### src/rtl/pipe_seq_ctrl.sv
// Pipeline sequencing controller: run/pause/step control, load-use stall,
// taken-branch flush and HALT drain for the 5-stage core.
module pipe_seq_ctrl #(
  parameter int NBITS = 32,
  parameter int DRAIN = 3
) (
  input  logic             i_clk,
  input  logic             i_rst,
  input  logic             i_run,
  input  logic             i_pause,
  input  logic             i_step,
  input  logic             i_id_halt,
  input  logic [4:0]       i_id_rs,
  input  logic [4:0]       i_id_rt,
  input  logic             i_ex_load,
  input  logic [4:0]       i_ex_rt,
  input  logic             i_ma_branch,
  output logic             o_pc_en,
  output logic             o_if_id_en,
  output logic             o_id_ex_en,
  output logic             o_ex_ma_en,
  output logic             o_ma_wb_en,
  output logic             o_if_id_flush,
  output logic             o_id_ex_flush,
  output logic             o_ex_ma_flush,
  output logic [1:0]       o_state,
  output logic             o_halted,
  output logic [NBITS-1:0] o_cycle_cnt
);

  localparam int DW = (DRAIN > 1) ? $clog2(DRAIN) : 1;

  typedef enum logic [1:0] {
    S_PAUSE = 2'b00,
    S_RUN   = 2'b01,
    S_STEP  = 2'b10,
    S_DRAIN = 2'b11
  } state_t;

  state_t           r_state;
  state_t           w_next;
  logic [DW-1:0]    r_drain;
  logic [DW-1:0]    w_drain_next;
  logic             r_halted;
  logic [NBITS-1:0] r_cnt;
  logic             w_count;
  logic             w_load_use;

  assign w_load_use = i_ex_load && (i_ex_rt != 5'd0) &&
                      ((i_ex_rt == i_id_rs) || (i_ex_rt == i_id_rt));

  always_comb begin
    w_next        = r_state;
    w_drain_next  = r_drain;
    w_count       = 1'b0;
    o_pc_en       = 1'b0;
    o_if_id_en    = 1'b0;
    o_id_ex_en    = 1'b0;
    o_ex_ma_en    = 1'b0;
    o_ma_wb_en    = 1'b0;
    o_if_id_flush = 1'b0;
    o_id_ex_flush = 1'b0;
    o_ex_ma_flush = 1'b0;
    case (r_state)
      S_PAUSE: begin
        if (!i_pause) begin
          if (i_run)       w_next = S_RUN;
          else if (i_step) w_next = S_STEP;
        end
      end
      S_RUN, S_STEP: begin
        if (r_state == S_RUN && i_pause) begin
          w_next = S_PAUSE;
        end else begin
          w_count = 1'b1;
          w_next  = (r_state == S_STEP) ? S_PAUSE : S_RUN;
          if (i_ma_branch) begin
            o_pc_en       = 1'b1;
            o_if_id_en    = 1'b1;
            o_id_ex_en    = 1'b1;
            o_ex_ma_en    = 1'b1;
            o_ma_wb_en    = 1'b1;
            o_if_id_flush = 1'b1;
            o_id_ex_flush = 1'b1;
            o_ex_ma_flush = 1'b1;
          end else if (i_id_halt || w_load_use) begin
            // Halt and load-use present the same bubble; halt also starts the drain.
            o_id_ex_en    = 1'b1;
            o_id_ex_flush = 1'b1;
            o_ex_ma_en    = 1'b1;
            o_ma_wb_en    = 1'b1;
            if (i_id_halt) begin
              w_next       = S_DRAIN;
              w_drain_next = DW'(DRAIN - 1);
            end
          end else begin
            o_pc_en    = 1'b1;
            o_if_id_en = 1'b1;
            o_id_ex_en = 1'b1;
            o_ex_ma_en = 1'b1;
            o_ma_wb_en = 1'b1;
          end
        end
      end
      S_DRAIN: begin
        // A zero counter here is the HALTED condition: nothing moves.
        if (r_drain != '0) begin
          w_count    = 1'b1;
          o_id_ex_en = 1'b1;
          o_ex_ma_en = 1'b1;
          o_ma_wb_en = 1'b1;
          if (i_ma_branch) begin
            o_pc_en       = 1'b1;
            o_if_id_en    = 1'b1;
            o_if_id_flush = 1'b1;
            o_id_ex_flush = 1'b1;
            o_ex_ma_flush = 1'b1;
            w_next        = S_RUN;
            w_drain_next  = '0;
          end else begin
            o_id_ex_flush = 1'b1;
            w_drain_next  = r_drain - DW'(1);
          end
        end
      end
      default: w_next = S_PAUSE;
    endcase
  end

  always_ff @(posedge i_clk or posedge i_rst) begin
    if (i_rst) begin
      r_state  <= S_PAUSE;
      r_drain  <= '0;
      r_halted <= 1'b0;
      r_cnt    <= '0;
    end else begin
      r_state  <= w_next;
      r_drain  <= w_drain_next;
      r_halted <= (w_next == S_DRAIN) && (w_drain_next == '0);
      if (w_count) r_cnt <= r_cnt + NBITS'(1);
    end
  end

  assign o_state     = r_state;
  assign o_halted    = r_halted;
  assign o_cycle_cnt = r_cnt;

endmodule

### config.mk
export PLATFORM = sky130hd
export DESIGN_NAME = pipe_seq_ctrl
export DESIGN_NICKNAME = d
export VERILOG_FILES = /design/src/rtl/pipe_seq_ctrl.sv
export SDC_FILE = /design/constraint.sdc
export NUM_CORES = 1
export LEC_CHECK = 0
export ABC_AREA = 1
export CORE_MARGIN = 8
export CORE_UTILIZATION = 58
export DETAILED_ROUTE_END_ITERATION = 8
export DONT_BUFFER_PORTS = 1
export PLACE_DENSITY = 0.74
export SETUP_SLACK_MARGIN = 0.1
export SYNTH_ARGS = -nofsm -noshare
export SYNTH_HDL_FRONTEND = slang
export SYNTH_SLANG_ARGS = --single-unit
### constraint.sdc
create_clock -name i_clk -period 2.2 [get_ports i_clk]
set_input_delay 0 -clock i_clk [delete_from_list [all_inputs] [get_ports i_clk]]
set_output_delay 0 -clock i_clk [all_outputs]
set_load 0.02 [all_outputs]
==> flow_summary_export.csv, run 1 <==
group,metric,value,unit
global_routing,grt_overflow,0,
status,status,"finished clean",
place,dp_slack,0.263,ns
yosys,ys_warn_count,0,
place,placedCellCount,455,
yosys,synthTopCellsByArea,"dfrtp_1 (35%), nand2_1 (21%), inv_1 (8.7%), nor2_1 (6.3%), xor2_1 (4.7%)",
global_routing,use_met3,6.25,%
timing,holdWs,0.0139,ns
die,die_y,83.4,µm
clocking,worstSkewPairLatency,0.29,ns
drt,vias,2431,
timing,slew_violations,0,
timing,min_period_over_period,89.5,%
worst_setup_path,startpoint_type,"register",
timing,tightest_slew,0.855,ns
yosys,synth_largest_area_cell,"dfrtp_1",
yosys,synth.top_cell.area_share,35.1,%
drt,remaining_drc_errors,0,
drt,detail_route.wl_per_cell,13.8,µm
yosys,synth_seq_cells,37,
timing,fmax,0.508,GHz
power_and_ir_drop,ir_drop,733,µV
drt,via_per_inst,5.16,
clocking,h-tree-depth,2,
worst_setup_path,cpMostUsedCell,"buf_4",
timing,setup_tns,0,ns
cells_and_area,drive_above_1_share,10.7,%
global_routing,grt_usage,18.8,%
die,die_w,83.4,µm
worst_hold_path,hold_path.class,"in2reg",
place,gp_congestion,0.922,
global_routing,busiest_layer,"met2",
worst_setup_path,rr_endpoint,"o_cycle_cnt[18]$_DFFE_PP0P_",
worst_setup_path,worstReg2RegStart,"o_state[0]$_DFF_PP0_",
global_routing,grt_max_degree,24,
yosys,synth_commonest_cells,"nand2_1 (150), inv_1 (61), nor2_1 (44), dfrtp_1 (37), nand3_1 (19)",
yosys,synth_cell_types,27,
worst_setup_path,cpPeakStageDelay,0.40,ns
clocking,clk_pin_slew,0.07,ns
clocking,cts_buffers,5,
cells_and_area,nets,447,
timing,fin_skew,0.00841,ns
global_routing,grt_pass1_vias,2270,
cells_and_area,fin_cells,471,
yosys,synthesis.nets,429,
timing,min_period,1.97,ns
place,place_hpwl,5080,µm
worst_setup_path,end_kind,"output pin",
die,io_pins,66,
clocking,cts_root_buf,"clkbuf_8",
worst_setup_path,cp_max_fo,11,
timing,fin_ws,0.230,ns
yosys,syn_inst,400,
cells_and_area,diodes,0,
yosys,synth_flop_cell,"dfrtp_1",
worst_setup_path,critPathKind,"reg2out",
place,portBuffers,0,
worst_hold_path,min_from,"i_ma_branch",
global_routing,antenna_found_initial,0,
drt,drtPass1Iterations,5,
die,die-area,6960,µm²
drt,dr.first_iter.drc_count,149,
yosys,synth_async_sr_flop_share,100,%
yosys,synth_edf_count,0,
global_routing,grt_use_met1,23.2,%
worst_setup_path,cp_data_required_time,2.20,ns
timing,setup_viol,0,
worst_setup_path,path_delay_family,"buffers and inverters",
global_routing,grt_pass1_wl,10900,µm
worst_setup_path,worstPathArrival,1.97,ns
timing,max-slew-margin-rel,42.9,%
cells_and_area,synthToLayoutAreaGrowth,11.2,%
timing,hold_viol_final,0,
yosys,synth.most_common_cell,"nand2_1",
clocking,cts_tree,"done",
worst_setup_path,cp_cell_sequence,"buf_4 -> ha_1 -> nand2_1 -> nand2_1 -> nand2_2 -> nand2_4 -> buf_4 -> o21ai_1 -> buf_4",
worst_setup_path,crit_buf_inv,3,
die,rows,24,
drt,totalWireLength,6490,µm
job,maxCapViolCount,0,
die,start_util,60.5,%
die,core,4350,µm²
drt,ant_nets,0,
worst_setup_path,cpMaxStageDelayCell,"dfrtp_1",
worst_setup_path,ff2ff_setup_slack,0.26,ns
clocking,clock_path_buffers,2,
yosys,synth.avg_cell_area,6.59,µm²
worst_setup_path,rr_worst_depth,13,
power_and_ir_drop,p_leak,1.51,nW
power_and_ir_drop,p_per_area,1020,nW/µm²
worst_hold_path,worstHoldEndpoint,"o_state[1]$_DFF_PP0_",
worst_hold_path,hold_path_depth,3,
global_routing,grtUsageMet2,30.6,%
timing,rsz0062_at_grt,"no",
clocking,cts_sinks,37,
yosys,syn_area,2640,µm²
yosys,seq_area_frac_synth,35.1,%
==> cells by family after synthesis <==
family / synth area share (%)
AO/OA/AOI/OAI: 2.90
XOR/XNOR: 6.98
adder cells (fa/ha/maj): 2.85
buffers and inverters: 10.8
flip-flops: 35.1
AND/OR/NAND/NOR: 41.4
==> through the flow <==
step | area, µm² | utilization, % | power (mW)
2_1_floorplan | 2640 | - | 1.94
3_3_place_gp | 2720 | 62.6 | 2.15
3_5_place_dp | 2720 | 62.6 | 2.19
4_1_cts | 2890 | 66.3 | 2.87
5_1_grt | 2930 | 67.3 | 3.20
6_report | 2930 | 67.3 | 2.99
==> report_power, final <==
group / switching [mW] / internal (mW) / leakage, nW
clock network: 0.257 / 0.339 / 0.0543
logic: 0.954 / 0.517 / 0.973
registers: 0.149 / 0.775 / 0.483
total: 1.36 / 1.63 / 1.51
==> sequential cells by signal, summed over array words and instances, names as in the netlist <==
| name | cells |
|---|---|
| o_cycle_cnt | 32 |
| o_halted | 1 |
| o_state | 2 |
| r_drain | 2 |
==> layout make-up <==
class	count	area, µm²
Timing Repair Buffer	18	155
Multi-Input combinational cell	294	1430
Fill cell	373	1430
Tap cell	52	65.1
Sequential cell	37	926
Clock inverter	3	46.3
Clock buffer	5	68.8
Inverter	62	236
==> routing by layer <==
| layer | routed length [µm] | vias up |
|---|---|---|
| met5 | 0 | - |
| met1 | 2780 | 1103 |
| met3 | 549 | 6 |
| met2 | 3120 | 77 |
| li1 | - | 1245 |
| met4 | 48 | 0 |
==> worst reg2reg max path: stages (launching register included) <==
cell     delay (ns)
dfrtp_1        0.40
buf_4          0.17
ha_1           0.19
nand2_1        0.09
nand2_1        0.10
nand2_2        0.10
nand2_4        0.09
buf_4          0.16
nor2_4         0.15
nand2_2        0.11
nor2_2         0.12
nand2_1        0.06
nand2_1        0.06
nand2_1        0.05
==> worst max path at each step <==
stage	end	start	slack, ns	cells after the start
3_5_place_dp	o_ex_ma_en	o_state[0]$_DFF_PP0_	0.26	8
2_1_floorplan	o_if_id_flush	o_state[1]$_DFF_PP0_	0.17	9
6_report	o_if_id_en	o_state[0]$_DFF_PP0_	0.23	9
4_1_cts	o_if_id_en	o_state[0]$_DFF_PP0_	0.10	9
3_3_place_gp	o_ex_ma_en	o_state[0]$_DFF_PP0_	0.33	8
5_1_grt	o_pc_en	o_state[0]$_DFF_PP0_	0.13	9
==> placed cells by master (no fill, tap or decap) <==
cell,synthesis,layout
nand2_1,150,149
inv_1,61,59
nor2_1,44,44
dfrtp_1,37,37
nand3_1,19,19
xor2_1,14,14
buf_4,4,14
nor3_1,13,13
xnor2_1,7,7
nor2_2,6,6
o21ai_0,7,6
ha_1,6,6
nand3b_1,5,5
nand4_1,5,5
clkbuf_8,0,5
nand2_2,3,4
a21oi_1,4,3
dlygate4sd3_1,0,3
inv_2,1,2
clkinvlp_4,0,2
nor3_2,2,2
nor2_4,2,2
or2_2,2,2
o21ai_1,1,2
nand2_4,1,1
nand3_2,1,1
a21oi_2,0,1
a22o_1,1,1
o211ai_1,1,1
clkinv_4,0,1
bufinv_16,0,1
buf_12,0,1
==> repair_timing <==
item	CTS	global route
resized for setup	1	3
buffers inserted	2	3
setup endpoints to repair	4	5
hold buffers	3	0
pin swaps	0	1
endpoints found under the hold margin	22	0
Note: power is estimated with default switching activity, not from simulation.
==> inputs of run 2 (changes only) <==
- CTS_BUF_LIST: default -> sky130_fd_sc_hd__clkbuf_4
- clock period: 2.2 -> 2.15 ns (I/O delays scaled with it)
==> flow_summary_export.csv, run 2 (same netlist as run 1, synthesis figures left out) <==
group,metric,value,unit
status,status,"finished clean",
cells_and_area,diodes,0,
timing,fin_skew,0.0149,ns
worst_setup_path,cpMaxStageDelayCell,"dfrtp_1",
worst_setup_path,rr_worst_depth,9,
cells_and_area,layout_commonest_cell,"nand2_1",
timing,slew_violations,0,
worst_setup_path,path_delay_family,"buffers and inverters",
clocking,worstSkewPairLatency,0.35,ns
cells_and_area,largest_reg_flops,32,
global_routing,grt_max_degree,38,
clocking,cts_root_buf,"clkbuf_4",
timing,holdWs,0.0132,ns
power_and_ir_drop,p_leak,1.50,nW
place,placedCellCount,455,
worst_hold_path,min_from,"i_pause",
die,start_util,60.5,%
worst_setup_path,cpPeakStageDelay,0.41,ns
die,core,4350,µm²
drt,via_per_inst,5.16,
power_and_ir_drop,p_clk_share,16.7,%
die,die_y,83.4,µm
die,rows,24,
power_and_ir_drop,p_per_area,1000,nW/µm²
timing,min_period,1.93,ns
clocking,h-tree-depth,2,
timing,fmax,0.518,GHz
cells_and_area,fin_cells,471,
worst_setup_path,crit_buf_inv,3,
power_and_ir_drop,power_frac_seq,33.2,%
timing,fin_ws,0.221,ns
clocking,cts_tree,"done",
global_routing,grt_pass1_vias,2308,
die,io_pins,66,
worst_setup_path,cp_data_required_time,2.15,ns
timing,hold_viol_final,0,
timing,setup_viol,0,
worst_hold_path,hold_path_depth,4,
job,maxCapViolCount,0,
clocking,cts_buffers,5,
global_routing,grt_pass1_wl,10900,µm
timing,rsz0062_at_grt,"no",
drt,vias,2432,
place,portBuffers,0,
timing,max-slew-margin-rel,69.7,%
worst_setup_path,critPathKind,"reg2out",
cells_and_area,synthToLayoutAreaGrowth,10.6,%
power_and_ir_drop,ir_drop,815,µV
power_and_ir_drop,power_switching,1.36,mW
drt,dr.first_iter.drc_count,172,
cells_and_area,final_cell_mix,"nand2_1 (149), inv_1 (59), nor2_1 (44)",
power_and_ir_drop,p_int,1.56,mW
place,dp_slack,0.296,ns
place,gp_congestion,0.887,
timing,min_period_over_period,89.7,%
worst_setup_path,rr_endpoint,"o_halted$_DFF_PP0_",
drt,totalWireLength,6450,µm
worst_setup_path,cp_max_fo,12,
worst_hold_path,worstHoldEndpoint,"o_state[0]$_DFF_PP0_",
timing,tightest_slew,0.455,ns
power_and_ir_drop,power_frac_comb,50.1,%
place,place_hpwl,5040,µm
drt,drtPass1Iterations,4,
worst_setup_path,cp_cell_sequence,"buf_4 -> ha_1 -> nand2_1 -> nand2_2 -> nand2_8 -> clkinvlp_4 -> buf_4",
drt,ant_nets,0,
clocking,clk_pin_slew,0.10,ns
global_routing,grt_overflow,0,
die,die_w,83.4,µm
cells_and_area,nets,447,
drt,detail_route.wl_per_cell,13.7,µm
global_routing,antenna_found_initial,0,
worst_setup_path,startpoint_type,"register",
drt,remaining_drc_errors,0,
worst_setup_path,worstReg2RegStart,"o_state[0]$_DFF_PP0_",
clocking,clock_path_buffers,2,
worst_setup_path,ff2ff_setup_slack,0.24,ns
worst_hold_path,hold_path.class,"in2reg",
die,die-area,6960,µm²
power_and_ir_drop,switching_share,46.7,%
global_routing,grt_usage,18.5,%
worst_setup_path,cpMostUsedCell,"buf_4",
clocking,cts_sinks,37,
worst_setup_path,worstPathArrival,1.93,ns
timing,setup_tns,0,ns
worst_setup_path,end_kind,"output pin",
cells_and_area,drive_above_1_share,10.3,%
-- run 2: worst min-delay path, cell delays in order --
cell and delay (ns):
o21ai_0 0.07, nand2_1 0.07, o21ai_0 0.09, inv_1 0.08
-- run 2: how the worst max path moves through the flow --
stage                     depth (start not counted)  slack, ns                  to                  from
after floorplan                                   9       0.12       o_if_id_flush  o_state[1]$_DFF_PP0_
after global placement                            7       0.33          o_ex_ma_en  o_state[0]$_DFF_PP0_
after detailed placement                          7       0.30          o_ex_ma_en  o_state[0]$_DFF_PP0_
after global routing                              9        0.1  o_halted$_DFF_PP0_  o_state[0]$_DFF_PP0_
final                                             7       0.22          o_ex_ma_en  o_state[0]$_DFF_PP0_
after CTS                                         8       0.09             o_pc_en  o_state[0]$_DFF_PP0_
-- run 2: what timing repair did --
| action | 4_1_cts | 5_1_grt |
|---|---|---|
| endpoints found under the hold margin | 39 | 0 |
| pin swaps | 0 | 2 |
| endpoints found under the setup margin | 4 | 9 |
| buffers inserted | 2 | 1 |
| gates resized for setup | 1 | 7 |
| hold buffers | 5 | 0 |
-- run 2: power groups by stage --
| stage | sequential (mW) | combinational, mW | clock (mW) |
|---|---|---|---|
| after floorplan | 1.00 | 0.980 | 0 |
| after global placement | 0.984 | 1.21 | 0 |
| after detailed placement | 0.987 | 1.23 | 0 |
| after CTS | 0.973 | 1.33 | 0.498 |
| after global routing | 0.987 | 1.61 | 0.523 |
| final | 0.969 | 1.46 | 0.486 |
-- run 2: layer usage --
metal | global-route usage [%] | share of wire, % | vias to the layer above | wire [µm]
met5 | 0 | 0 | - | 0
met4 | 6.87 | 2.4 | 0 | 157
met3 | 4.98 | 8.5 | 18 | 549
met2 | 29.8 | 46 | 84 | 2980
met1 | 22.9 | 43 | 1081 | 2760
li1 | - | - | 1249 | -
-- run 2: area by class of cell --
cell class	count	area [µm²]
flip-flops and latches	37	926
inverters	62	236
well taps	52	65.1
clock buffers	6	45.0
multi-input cells	294	1450
clock inverters	2	33.8
fillers	411	1440
repair buffers	18	155
-- run 2: metrics by stage --
stage / utilization (%) / power [mW] / instance area, µm²
after floorplan: - / 1.98 / 2640
after global placement: 62.6 / 2.20 / 2720
after detailed placement: 62.6 / 2.21 / 2720
after CTS: 65.9 / 2.80 / 2870
after global routing: 66.9 / 3.12 / 2910
final: 66.9 / 2.92 / 2910
